$ cat config.mk
export PLATFORM = sky130hd
export DESIGN_NAME = seg_frame_capture_flat
export DESIGN_NICKNAME = d
export VERILOG_FILES = /design/src/rtl/seg_pkg.sv /design/src/rtl/seg_frame_capture_if.sv /design/src/rtl/seg_decode.sv /design/src/rtl/seg_frame_capture.sv /design/src/flat_wrapper.sv
export SDC_FILE = /design/constraint.sdc
export NUM_CORES = 1
export LEC_CHECK = 0
export ABC_CLOCK_PERIOD_IN_PS = 7000
export BUFFER_PORTS_ARGS = -buffer_cell sky130_fd_sc_hd__buf_2
export CORE_UTILIZATION = 40
export CTS_CLUSTER_DIAMETER = 60
export DETAILED_ROUTE_END_ITERATION = 8
export PLACE_DENSITY = 0.68
export SLEW_MARGIN = 30
export SYNTH_ARGS = -nofsm -noshare
export SYNTH_HDL_FRONTEND = slang
export SYNTH_HIERARCHICAL = 1
export SYNTH_SLANG_ARGS = --single-unit
export TNS_END_PERCENT = 50
$ cat constraint.sdc
create_clock -name clk -period 7 [get_ports clk]
set_input_delay 0.7 -clock clk [delete_from_list [all_inputs] [get_ports clk]]
set_output_delay 0.7 -clock clk [all_outputs]
set_load 0.02 [all_outputs]
$ cat src/rtl/seg_pkg.sv
// Shared definitions for the 7-segment frame capture block.
// - code_t        : 5-bit character code recovered from a segment pattern
// - SEG_*         : active-low segment patterns (bit 7 = DP, 1 = off)
// - CODE_BLANK    : code for the all-off pattern
// - CODE_BAD      : code reported for any pattern not in the table
// - state_t       : stability FSM states
package seg_pkg;

    typedef logic [4:0] code_t;

    localparam logic [7:0] SEG_0     = 8'hC0;
    localparam logic [7:0] SEG_1     = 8'hF9;
    localparam logic [7:0] SEG_2     = 8'hA4;
    localparam logic [7:0] SEG_3     = 8'hB0;
    localparam logic [7:0] SEG_4     = 8'h99;
    localparam logic [7:0] SEG_5     = 8'h92;
    localparam logic [7:0] SEG_6     = 8'h82;
    localparam logic [7:0] SEG_7     = 8'hF8;
    localparam logic [7:0] SEG_8     = 8'h80;
    localparam logic [7:0] SEG_9     = 8'h90;
    localparam logic [7:0] SEG_A     = 8'h88;
    localparam logic [7:0] SEG_B     = 8'h83;
    localparam logic [7:0] SEG_C     = 8'hC6;
    localparam logic [7:0] SEG_D     = 8'hA1;  // also the 'd' glyph; always decodes to 13
    localparam logic [7:0] SEG_E     = 8'h86;
    localparam logic [7:0] SEG_F     = 8'h8E;
    localparam logic [7:0] SEG_R     = 8'hAF;
    localparam logic [7:0] SEG_T     = 8'h87;
    localparam logic [7:0] SEG_US    = 8'hF7;
    localparam logic [7:0] SEG_DASH  = 8'hBF;
    localparam logic [7:0] SEG_BLANK = 8'hFF;

    localparam code_t CODE_R     = 5'd16;
    localparam code_t CODE_T     = 5'd18;
    localparam code_t CODE_US    = 5'd19;
    localparam code_t CODE_DASH  = 5'd20;
    localparam code_t CODE_BAD   = 5'd30;
    localparam code_t CODE_BLANK = 5'd31;

    typedef enum logic [1:0] {
        WAIT,
        SETTLE,
        HELD
    } state_t;

endpackage

$ cat src/rtl/seg_frame_capture_if.sv
// Frame output bundle of seg_frame_capture.
// - frame_codes : decoded codes, digit i in bits [5i+4:5i]
// - frame_err   : per-digit "pattern not in table" flags
// - frame_valid : frame available
// - frame_ready : consumer accepts the frame
// - overrun     : one-cycle pulse when a completed frame was dropped
// master = capture block, slave = consumer.
interface seg_frame_capture_if #(
    parameter int NUM_DIGITS = 4
);
    logic [5*NUM_DIGITS-1:0] frame_codes;
    logic [NUM_DIGITS-1:0]   frame_err;
    logic                    frame_valid;
    logic                    frame_ready;
    logic                    overrun;

    modport master (
        output frame_codes,
        output frame_err,
        output frame_valid,
        output overrun,
        input  frame_ready
    );

    modport slave (
        input  frame_codes,
        input  frame_err,
        input  frame_valid,
        input  overrun,
        output frame_ready
    );
endinterface

$ cat src/rtl/seg_decode.sv
// Combinational 7-segment pattern decoder.
// - seg_i  : active-low segment pattern (bit 7 = DP)
// - code_o : recovered character code, CODE_BAD if unknown
// - err_o  : 1 when the pattern is not in the table
module seg_decode
    import seg_pkg::*;
(
    input  logic [7:0] seg_i,
    output code_t      code_o,
    output logic       err_o
);

    always_comb begin
        code_o = CODE_BAD;
        err_o  = 1'b0;
        case (seg_i)
            SEG_0:     code_o = 5'd0;
            SEG_1:     code_o = 5'd1;
            SEG_2:     code_o = 5'd2;
            SEG_3:     code_o = 5'd3;
            SEG_4:     code_o = 5'd4;
            SEG_5:     code_o = 5'd5;
            SEG_6:     code_o = 5'd6;
            SEG_7:     code_o = 5'd7;
            SEG_8:     code_o = 5'd8;
            SEG_9:     code_o = 5'd9;
            SEG_A:     code_o = 5'd10;
            SEG_B:     code_o = 5'd11;
            SEG_C:     code_o = 5'd12;
            SEG_D:     code_o = 5'd13;
            SEG_E:     code_o = 5'd14;
            SEG_F:     code_o = 5'd15;
            SEG_R:     code_o = CODE_R;
            SEG_T:     code_o = CODE_T;
            SEG_US:    code_o = CODE_US;
            SEG_DASH:  code_o = CODE_DASH;
            SEG_BLANK: code_o = CODE_BLANK;
            default:   err_o  = 1'b1;
        endcase
    end

endmodule

$ cat src/rtl/seg_frame_capture.sv
// Samples a multiplexed active-low 7-segment bus, waits for each digit's
// pattern to settle, decodes it and assembles one code per digit into a
// frame handed out over valid/ready.
// - clk, rst_n : clock, asynchronous active-low reset
// - seg_in     : active-low segment bus (bit 7 = DP)
// - dig_sel    : one-hot active-high digit strobe
// - frame_if   : frame output bundle (codes, err, valid, ready, overrun)
module seg_frame_capture
    import seg_pkg::*;
#(
    parameter int NUM_DIGITS    = 4,
    parameter int STABLE_CYCLES = 3
) (
    input  logic                  clk,
    input  logic                  rst_n,
    input  logic [7:0]            seg_in,
    input  logic [NUM_DIGITS-1:0] dig_sel,
    seg_frame_capture_if.master   frame_if
);

    localparam logic [7:0] STABLE_LIM = 8'(STABLE_CYCLES);

    logic [7:0]              r_seg_q, ref_seg_q;
    logic [NUM_DIGITS-1:0]   r_sel_q, ref_sel_q, mask_q, mask_d;
    logic [7:0]              cnt_q, cnt_d;
    state_t                  state_q, state_d;
    logic [5*NUM_DIGITS-1:0] codes_q;
    logic [NUM_DIGITS-1:0]   err_q;
    logic                    valid_q, valid_d, overrun_q;

    wire  [5*NUM_DIGITS-1:0] slot_codes;
    wire  [NUM_DIGITS-1:0]   slot_errs;

    code_t dec_code;
    logic  dec_err;
    logic  r_onehot, ref_match, ref_load, capture;
    logic  mask_full, out_free, emit;

    seg_decode u_decode (
        .seg_i  (r_seg_q),
        .code_o (dec_code),
        .err_o  (dec_err)
    );

    assign r_onehot  = (r_sel_q != '0) && ((r_sel_q & (r_sel_q - NUM_DIGITS'(1))) == '0);
    assign ref_match = (r_seg_q == ref_seg_q) && (r_sel_q == ref_sel_q);

    // Stability FSM: any change of a one-hot sample restarts the count;
    // a non-one-hot strobe drops back to WAIT.
    always_comb begin
        state_d  = state_q;
        cnt_d    = cnt_q;
        ref_load = 1'b0;
        capture  = 1'b0;
        case (state_q)
            WAIT: begin
                if (r_onehot) ref_load = 1'b1;
            end
            SETTLE: begin
                if (!r_onehot) begin
                    state_d = WAIT;
                end else if (ref_match) begin
                    cnt_d = cnt_q + 8'd1;
                    if (cnt_q + 8'd1 == STABLE_LIM) begin
                        capture = 1'b1;
                        state_d = HELD;
                    end
                end else begin
                    ref_load = 1'b1;
                end
            end
            HELD: begin
                if (!r_onehot)       state_d  = WAIT;
                else if (!ref_match) ref_load = 1'b1;
            end
            default: state_d = WAIT;
        endcase
        // A fresh reference is the first stable sample; with a one-sample
        // requirement it is captured immediately.
        if (ref_load) begin
            cnt_d = 8'd1;
            if (STABLE_CYCLES == 1) begin
                capture = 1'b1;
                state_d = HELD;
            end else begin
                state_d = SETTLE;
            end
        end
    end

    // Frame hand-off. A full mask either moves to the output (if free) or
    // is dropped with an overrun pulse; either way the mask restarts, but a
    // capture in the same cycle keeps its own bit.
    assign mask_full = &mask_q;
    assign out_free  = !valid_q || frame_if.frame_ready;
    assign emit      = mask_full && out_free;

    always_comb begin
        mask_d = mask_full ? '0 : mask_q;
        if (capture) mask_d = mask_d | r_sel_q;
        valid_d = valid_q;
        if (emit)                                valid_d = 1'b1;
        else if (valid_q && frame_if.frame_ready) valid_d = 1'b0;
    end

    // Working slots: one code/err register per digit, written on capture
    // while its strobe bit is set.
    for (genvar gi = 0; gi < NUM_DIGITS; gi++) begin : g_slot
        code_t code_q;
        logic  err_q;

        always_ff @(posedge clk or negedge rst_n) begin
            if (!rst_n) begin
                code_q <= '0;
                err_q  <= 1'b0;
            end else if (capture && r_sel_q[gi]) begin
                code_q <= dec_code;
                err_q  <= dec_err;
            end
        end

        assign slot_codes[5*gi +: 5] = code_q;
        assign slot_errs[gi]         = err_q;
    end

    always_ff @(posedge clk or negedge rst_n) begin
        if (!rst_n) begin
            r_seg_q   <= '0;
            r_sel_q   <= '0;
            ref_seg_q <= '0;
            ref_sel_q <= '0;
            cnt_q     <= '0;
            state_q   <= WAIT;
            mask_q    <= '0;
            codes_q   <= '0;
            err_q     <= '0;
            valid_q   <= 1'b0;
            overrun_q <= 1'b0;
        end else begin
            r_seg_q   <= seg_in;
            r_sel_q   <= dig_sel;
            if (ref_load) begin
                ref_seg_q <= r_seg_q;
                ref_sel_q <= r_sel_q;
            end
            cnt_q     <= cnt_d;
            state_q   <= state_d;
            mask_q    <= mask_d;
            valid_q   <= valid_d;
            overrun_q <= mask_full && !out_free;
            if (emit) begin
                codes_q <= slot_codes;
                err_q   <= slot_errs;
            end
        end
    end

    assign frame_if.frame_codes = codes_q;
    assign frame_if.frame_err   = err_q;
    assign frame_if.frame_valid = valid_q;
    assign frame_if.overrun     = overrun_q;

endmodule

$ cat src/flat_wrapper.sv
// flat-port wrapper written by rule: the top's interface ports become plain ports
module seg_frame_capture_flat import seg_pkg::*;
#(
    parameter int NUM_DIGITS    = 4,
    parameter int STABLE_CYCLES = 3
)
  (clk, rst_n, seg_in, dig_sel, frame_if_frame_codes, frame_if_frame_err, frame_if_frame_valid, frame_if_overrun, frame_if_frame_ready);
  seg_frame_capture_if #(.NUM_DIGITS(NUM_DIGITS)) frame_if_i ();
  input  logic clk;
  input  logic rst_n;
  input  logic [7:0] seg_in;
  input  logic [NUM_DIGITS-1:0] dig_sel;
  output wire logic [$bits(frame_if_i.frame_codes)-1:0] frame_if_frame_codes;
  output wire logic [$bits(frame_if_i.frame_err)-1:0] frame_if_frame_err;
  output wire logic [$bits(frame_if_i.frame_valid)-1:0] frame_if_frame_valid;
  output wire logic [$bits(frame_if_i.overrun)-1:0] frame_if_overrun;
  input wire logic [$bits(frame_if_i.frame_ready)-1:0] frame_if_frame_ready;
  assign frame_if_frame_codes = frame_if_i.frame_codes;
  assign frame_if_frame_err = frame_if_i.frame_err;
  assign frame_if_frame_valid = frame_if_i.frame_valid;
  assign frame_if_overrun = frame_if_i.overrun;
  assign frame_if_i.frame_ready = frame_if_frame_ready;
  seg_frame_capture #(.NUM_DIGITS(NUM_DIGITS), .STABLE_CYCLES(STABLE_CYCLES)) u_core (.clk(clk), .rst_n(rst_n), .seg_in(seg_in), .dig_sel(dig_sel), .frame_if(frame_if_i));
endmodule
# Word level (Yosys, flattened, before mapping)
# Index checks and enable logic that the tools add are counted.
[classes]
n_reduce_logical = 24
mux = 24
bitwise = 2
n_addsub = 2
n_eq_ne = 30
[ops]
columns = ["cell", "count"]
rows = [
  ["8-bit == test (second input constant)", 21],
  ["5-bit one-hot mux with 21 select lines", 1],
  ["8-bit two-way mux", 4],
  ["21-bit OR reduction", 1],
  ["1-bit two-way mux", 10],
  ["2-bit two-way mux", 5],
  ["1-bit logical AND", 9],
  ["8-bit by 1-bit adder with 8-bit output (second input constant)", 1],
  ["8-bit by 2-bit == test with 1-bit output (second input constant)", 1],
  ["8-bit == test", 1],
  ["4-bit two-way mux", 2],
  ["4-bit inequality test (second input constant)", 2],
  ["4-bit AND reduction", 2],
  ["2-bit nonzero test", 4],
  ["2-bit one-hot mux with 3 select lines", 1],
  ["4-bit AND", 1],
  ["4-bit == test", 1],
  ["4-bit logical NOT", 1],
  ["4-bit OR", 1],
  ["4-bit nonzero test", 1],
  ["4-bit by 1-bit subtractor with 4-bit output (second input constant)", 1],
  ["3-bit inequality test (second input constant)", 1],
  ["3-bit AND reduction", 1],
  ["2-bit by 1-bit == test with 1-bit output (second input constant)", 1],
  ["other kinds (7)", 8],
]
[totals]
out_inout_bits = 26
reg_bits = 88

# Depth between registers and ports, before layout
[depth]
ltp_word = 8
mapped_depth = 7
mapped_depth_nobuf = 6

# Modules after synthesis
# Netlist, hierarchy kept.
[by_module_without_submodules]
columns = ["module", "cells_each", "area_per_inst_um2", "n_inst", "seq_area_each_um2"]
rows = [
  ["seg_frame_capture", 261, 3728.6, 1, 2202.1],
  ["seg_decode", 79, 531.8, 1, 0.0],
]

# Least setup slack after synthesis
# No wires, ideal clock.
[synth_timing]
path_type = "reg-to-reg"
start = "reg u_core.cnt_q[0]"
end = "reg u_core.g_slot[0].code_q[0]"
arrival_time_ns = 2.214
slack_ns = 4.662
required_ns = 6.875
path_stages_with_launch = 7
path_cell_list = "dfrtp_1 > ha_1 > and3_1 > a311oi_1 > a31oi_1 > nor4_4 > mux2_2"
[synth_between]
elab_chain_cells = 7
[synth_rtl]
columns = ["element", "line", "source"]
rows = [
  ["from (decl)", "seg_frame_capture.sv:25", "logic [7:0] cnt_q, cnt_d;"],
  ["from (signal assigned)", "seg_frame_capture.sv:146", "cnt_q <= cnt_d;"],
  ["8-bit by 1-bit adder with 8-bit output", "seg_frame_capture.sv:64", "if (cnt_q + 8'd1 == STABLE_LIM) begin"],
  ["8-bit by 2-bit == test with 1-bit output", "seg_frame_capture.sv:64", ""],
  ["1-bit two-way mux", "seg_frame_capture.sv:64", ""],
  ["1-bit two-way mux", "seg_frame_capture.sv:62", "end else if (ref_match) begin"],
  ["1-bit two-way mux", "seg_frame_capture.sv:60", "if (!r_onehot) begin"],
  ["1-bit two-way mux", "seg_frame_capture.sv:55", "case (state_q)"],
  ["1-bit logical AND", "seg_frame_capture.sv:116", "end else if (capture && r_sel_q[gi]) begin"],
  ["to (signal assigned)", "seg_frame_capture.sv:117", "code_q <= dec_code;"],
  ["to (decl)", "seg_frame_capture.sv:109", "code_t code_q;"],
]
# Every way passes these cells.
# A chain may end at the register's enable or synchronous reset.

# Worst setup path after layout
[layout_timing]
start = "reg u_core.r_seg_q[3]"
end = "reg u_core.ref_sel_q[1]"
[layout_between]
elab_chain_cells = 5
[layout_rtl]
columns = ["element", "line", "source"]
rows = [
  ["from (decl)", "seg_frame_capture.sv:23", "logic [7:0] r_seg_q, ref_seg_q;"],
  ["from (signal assigned)", "seg_frame_capture.sv:140", "r_seg_q <= seg_in;"],
  ["8-bit == test", "seg_frame_capture.sv:46", "assign ref_match = (r_seg_q == ref_seg_q) && (r_sel_q == ref_sel_q);"],
  ["1-bit logical AND", "seg_frame_capture.sv:46", ""],
  ["1-bit two-way mux", "seg_frame_capture.sv:62, seg_frame_capture.sv:74", ""],
  ["1-bit two-way mux", "seg_frame_capture.sv:73", "if (!r_onehot) state_d = WAIT;"],
  ["1-bit one-hot mux with 2 select lines", "seg_frame_capture.sv:55", ""],
  ["to (signal assigned)", "seg_frame_capture.sv:144", "ref_sel_q <= r_sel_q;"],
  ["to (decl)", "seg_frame_capture.sv:24", "logic [NUM_DIGITS-1:0] r_sel_q, ref_sel_q, mask_q, mask_d;"],
]
# Every way passes these cells.

==> flow_metrics.py <==
metrics = {
    "sta": {
        "finalCriticalPeriod_ps": 2940,
        "hold_viol": 0,
        "fin_tns_setup_ps": 0,
        "fin_crit_sh_pct": 41.9,
        "holdWs_ps": 188,
        "timing.fmax_ghz": 0.341,
        "rsz0062_at_grt": "no",
        "slew_violations": 0,
        "finClkSkew_ps": 9.02,
        "worst_pin_slew_ps": 921,
        "setup_violations": 0,
        "max-slew-margin-rel_pct": 38.5,
    },
    "clock_tree": {
        "cts_resized": 0,
        "clock_latency_ps": 360,
        "hold_buffers": 0,
        "cts_htree_levels": 3,
        "cts_setup_buffers": 0,
        "cts_inserted_buffers": 9,
        "tritoncts": "yes",
        "clock-sinks": 88,
        "clk_path_buf_depth": 2,
        "root_buffer": "clkbuf_8",
        "clk_pin_slew_ps": 100,
    },
    "detailed_routing": {
        "drt_pass1_iterations": 4,
        "wl_um": 8180,
        "num_vias": 2899,
        "wire_per_inst_um": 15.8,
        "initialDrtViolationCount": 139,
        "viasPerCell": 5.59,
        "ant_nets": 0,
        "drc": 0,
    },
    "synth": {
        "netlist_area_um2": 4260,
        "ys_types": 62,
        "ys_seq_elements": 88,
        "ys.flop_type": "dfrtp_1",
        "ys_seq_area_share_pct": 51.7,
        "yosys_warnings": 6,
        "synth_nets": 361,
        "synth_cells": 340,
        "synth-edff-count": 0,
        "synthArstFlopShare_pct": 100,
        "avgSynthCellArea_um2": 12.5,
    },
    "global_routing": {
        "antenna_found_initial": 0,
        "grt_pass1_vias": 2898,
        "grt-ovfl-total": 0,
        "grt_pass1_wl_um": 13900,
        "grtUsageTotal_pct": 15.7,
        "grt_max_degree": 72,
    },
    "die": {
        "die_area_um2": 11100,
        "row_count": 37,
        "die_w_um": 105,
        "io_pins": 41,
        "initial_core_util_pct": 41.3,
        "die_h_um": 105,
        "core_area_um2": 10300,
    },
    "setup_path": {
        "critPathMaxStageDelay_ps": 730,
        "path_max_fanout": 23,
        "cp-end-kind": "flop",
        "crit_required_ps": 7240,
        "reg2reg_setup_slack_ps": 4060,
        "critPathLaunchType": "flop",
        "cp.arrival_ps": 3180,
        "r2r_start": "u_core/r_seg_q[3]$_DFF_PN0_",
        "cp_cell_sequence": "xor2_1 > nor4_1 > nand3_2 > a31oi_1 > mux2_2",
        "worst_path_max_delay_cell": "a31oi_1",
        "critical_path_class": "flop to flop",
        "reg2reg_depth": 5,
        "r2r-end": "u_core/ref_sel_q[1]$_DFFE_PN0N_",
    },
    "status": {
        "status": "finished, final reports clean",
    },
    "place": {
        "hpwl_um": 5650,
        "gp_congestion": 0.851,
        "dp.cells": 503,
        "io_buffers": 40,
    },
    "power": {
        "sw_frac_of_total_pct": 30.0,
        "p_seq_share_pct": 53.7,
        "cellPowerDensity_nw_per_um2": 231,
        "p_int_uw": 769,
        "clockPowerShare_pct": 31.5,
        "power.leakage_nw": 2.22,
        "power_frac_comb_pct": 14.8,
        "peakVddDrop_v": 0.000131,
        "switchingPower_uw": 331,
    },
    "hold_path": {
        "min_path_type": "input port to async pin",
    },
    "finish": {
        "final_cell_mix": "88 x dfrtp_1, 60 x mux2_2, 39 x buf_2",
        "area_delta_synth_final_pct": 11.9,
        "antenna_cells": 0,
        "nNetsFinal": 399,
        "final_common_cell": "dfrtp_1",
        "drive_gt1_share_pct": 37.1,
        "final_cells": 519,
    },
    "job": {
        "cap_violations": 0,
    },
}
-- flip-flops by register name, indices dropped and copies added (netlist names) --
| name | count |
|---|---|
| u_core/frame_if.overrun | 1 |
| u_core/ref_sel_q | 4 |
| u_core/r_sel_q | 4 |
| u_core/frame_if.frame_err | 4 |
| u_core/frame_if.frame_codes | 20 |
| u_core/g_slot.code_q | 20 |
| u_core/frame_if.frame_valid | 1 |
| u_core/mask_q | 4 |
| u_core/cnt_q | 8 |
| u_core/g_slot.err_q | 4 |
| u_core/r_seg_q | 8 |
| u_core/state_q | 2 |
| u_core/ref_seg_q | 8 |
-- final cells by class --
class                      instances  area [um^2]
tap                              136          170
multi-input combinational        231         1960
sequential                        88         2200
fill                             921         5560
inverter                           7         26.3
clock buffer                       9          124
timing repair buffer              41          214
clock inverter                     7         72.6
-- Yosys cell counts, types with 3 or more instances --
cell | n | area share (%)
dfrtp_1 | 88 | 52
mux2_2 | 60 | 16
xor2_1 | 14 | 2.9
nand2_1 | 12 | 1.1
a21oi_1 | 10 | 1.2
nand3_1 | 9 | 1.1
o31ai_1 | 9 | 1.6
or4_1 | 8 | 1.4
nand4_1 | 7 | 1.0
ha_1 | 6 | 1.8
inv_1 | 6 | 0.53
nor2_1 | 6 | 0.53
nor3_1 | 6 | 0.70
o21ai_0 | 6 | 0.70
or3_1 | 6 | 0.88
clkbuf_1 | 5 | 0.44
nor4_1 | 5 | 0.73
buf_4 | 4 | 0.70
nand2b_1 | 4 | 0.59
nor4_4 | 4 | 2.0
a21o_1 | 3 | 0.53
a31oi_1 | 3 | 0.44
and3_1 | 3 | 0.44
nor2b_1 | 3 | 0.44
nor3b_1 | 3 | 0.53
o211ai_1 | 3 | 0.53
o22ai_1 | 3 | 0.44
-- logic make-up after synthesis --
| family | count (synthesis) | synth area share [%] |
|---|---|---|
| AND/OR/NAND/NOR | 96 | 15.7 |
| flip-flops | 88 | 51.7 |
| multiplexers | 60 | 15.9 |
| AO/OA/AOI/OAI | 54 | 9.19 |
| buffers and inverters | 21 | 2.70 |
| XOR/XNOR | 15 | 3.08 |
| adder cells (fa/ha/maj) | 6 | 1.76 |
-- worst max path at each step --
stage                                           start                                      to  slack (ps)  cells past startpoint
final                     u_core/r_seg_q[3]$_DFF_PN0_         u_core/ref_sel_q[1]$_DFFE_PN0N_        4060                      5
after global routing      u_core/r_seg_q[3]$_DFF_PN0_         u_core/ref_sel_q[3]$_DFFE_PN0N_        3780                      5
after CTS                 u_core/r_seg_q[3]$_DFF_PN0_         u_core/ref_sel_q[0]$_DFFE_PN0N_        4050                      5
after detailed placement  u_core/r_seg_q[3]$_DFF_PN0_         u_core/ref_sel_q[0]$_DFFE_PN0N_        4070                      5
after floorplan           u_core/cnt_q[0]$_DFFE_PN0P_  u_core/g_slot[0].code_q[0]$_DFFE_PN0P_        4660                      6
after global placement    u_core/r_seg_q[3]$_DFF_PN0_         u_core/ref_sel_q[2]$_DFFE_PN0N_        4160                      5
-- critical path: cells and delay by family (launching register included) --
| family | cells | cell delay [ps] |
|---|---|---|
| compound gates | 1 | 730 |
| xor+xnor | 1 | 220 |
| flops | 1 | 560 |
| simple gates | 2 | 920 |
| mux | 1 | 410 |
-- metrics by stage --
stage,worst slack [ps],total power [mW],area [um^2],util (%)
6_report,4060,1.10,4770,46.2
5_1_grt,3780,1.16,4770,46.2
4_1_cts,4050,1.11,4760,46.1
3_5_place_dp,4070,0.764,4570,44.2
3_3_place_gp,4160,0.755,4550,44.1
2_1_floorplan,4660,0.719,4260,-
-- power groups by stage --
| stage | Clock, mW | Sequential, mW | Combinational [mW] |
|---|---|---|---|
| 2_1_floorplan | 0 | 0.586 | 0.133 |
| 5_1_grt | 0.376 | 0.598 | 0.182 |
| 3_3_place_gp | 0 | 0.597 | 0.157 |
| 4_1_cts | 0.357 | 0.590 | 0.165 |
| 3_5_place_dp | 0 | 0.600 | 0.163 |
| 6_report | 0.346 | 0.590 | 0.163 |
-- metal layers --
| metal | wire, um | GRT usage (%) |
|---|---|---|
| met1 | 3710 | 20.8 |
| met2 | 4060 | 25.7 |
| met3 | 297 | 2.87 |
| met4 | 119 | 6.04 |
| met5 | 0 | 0 |
Note: power is estimated with default switching activity, not from simulation.
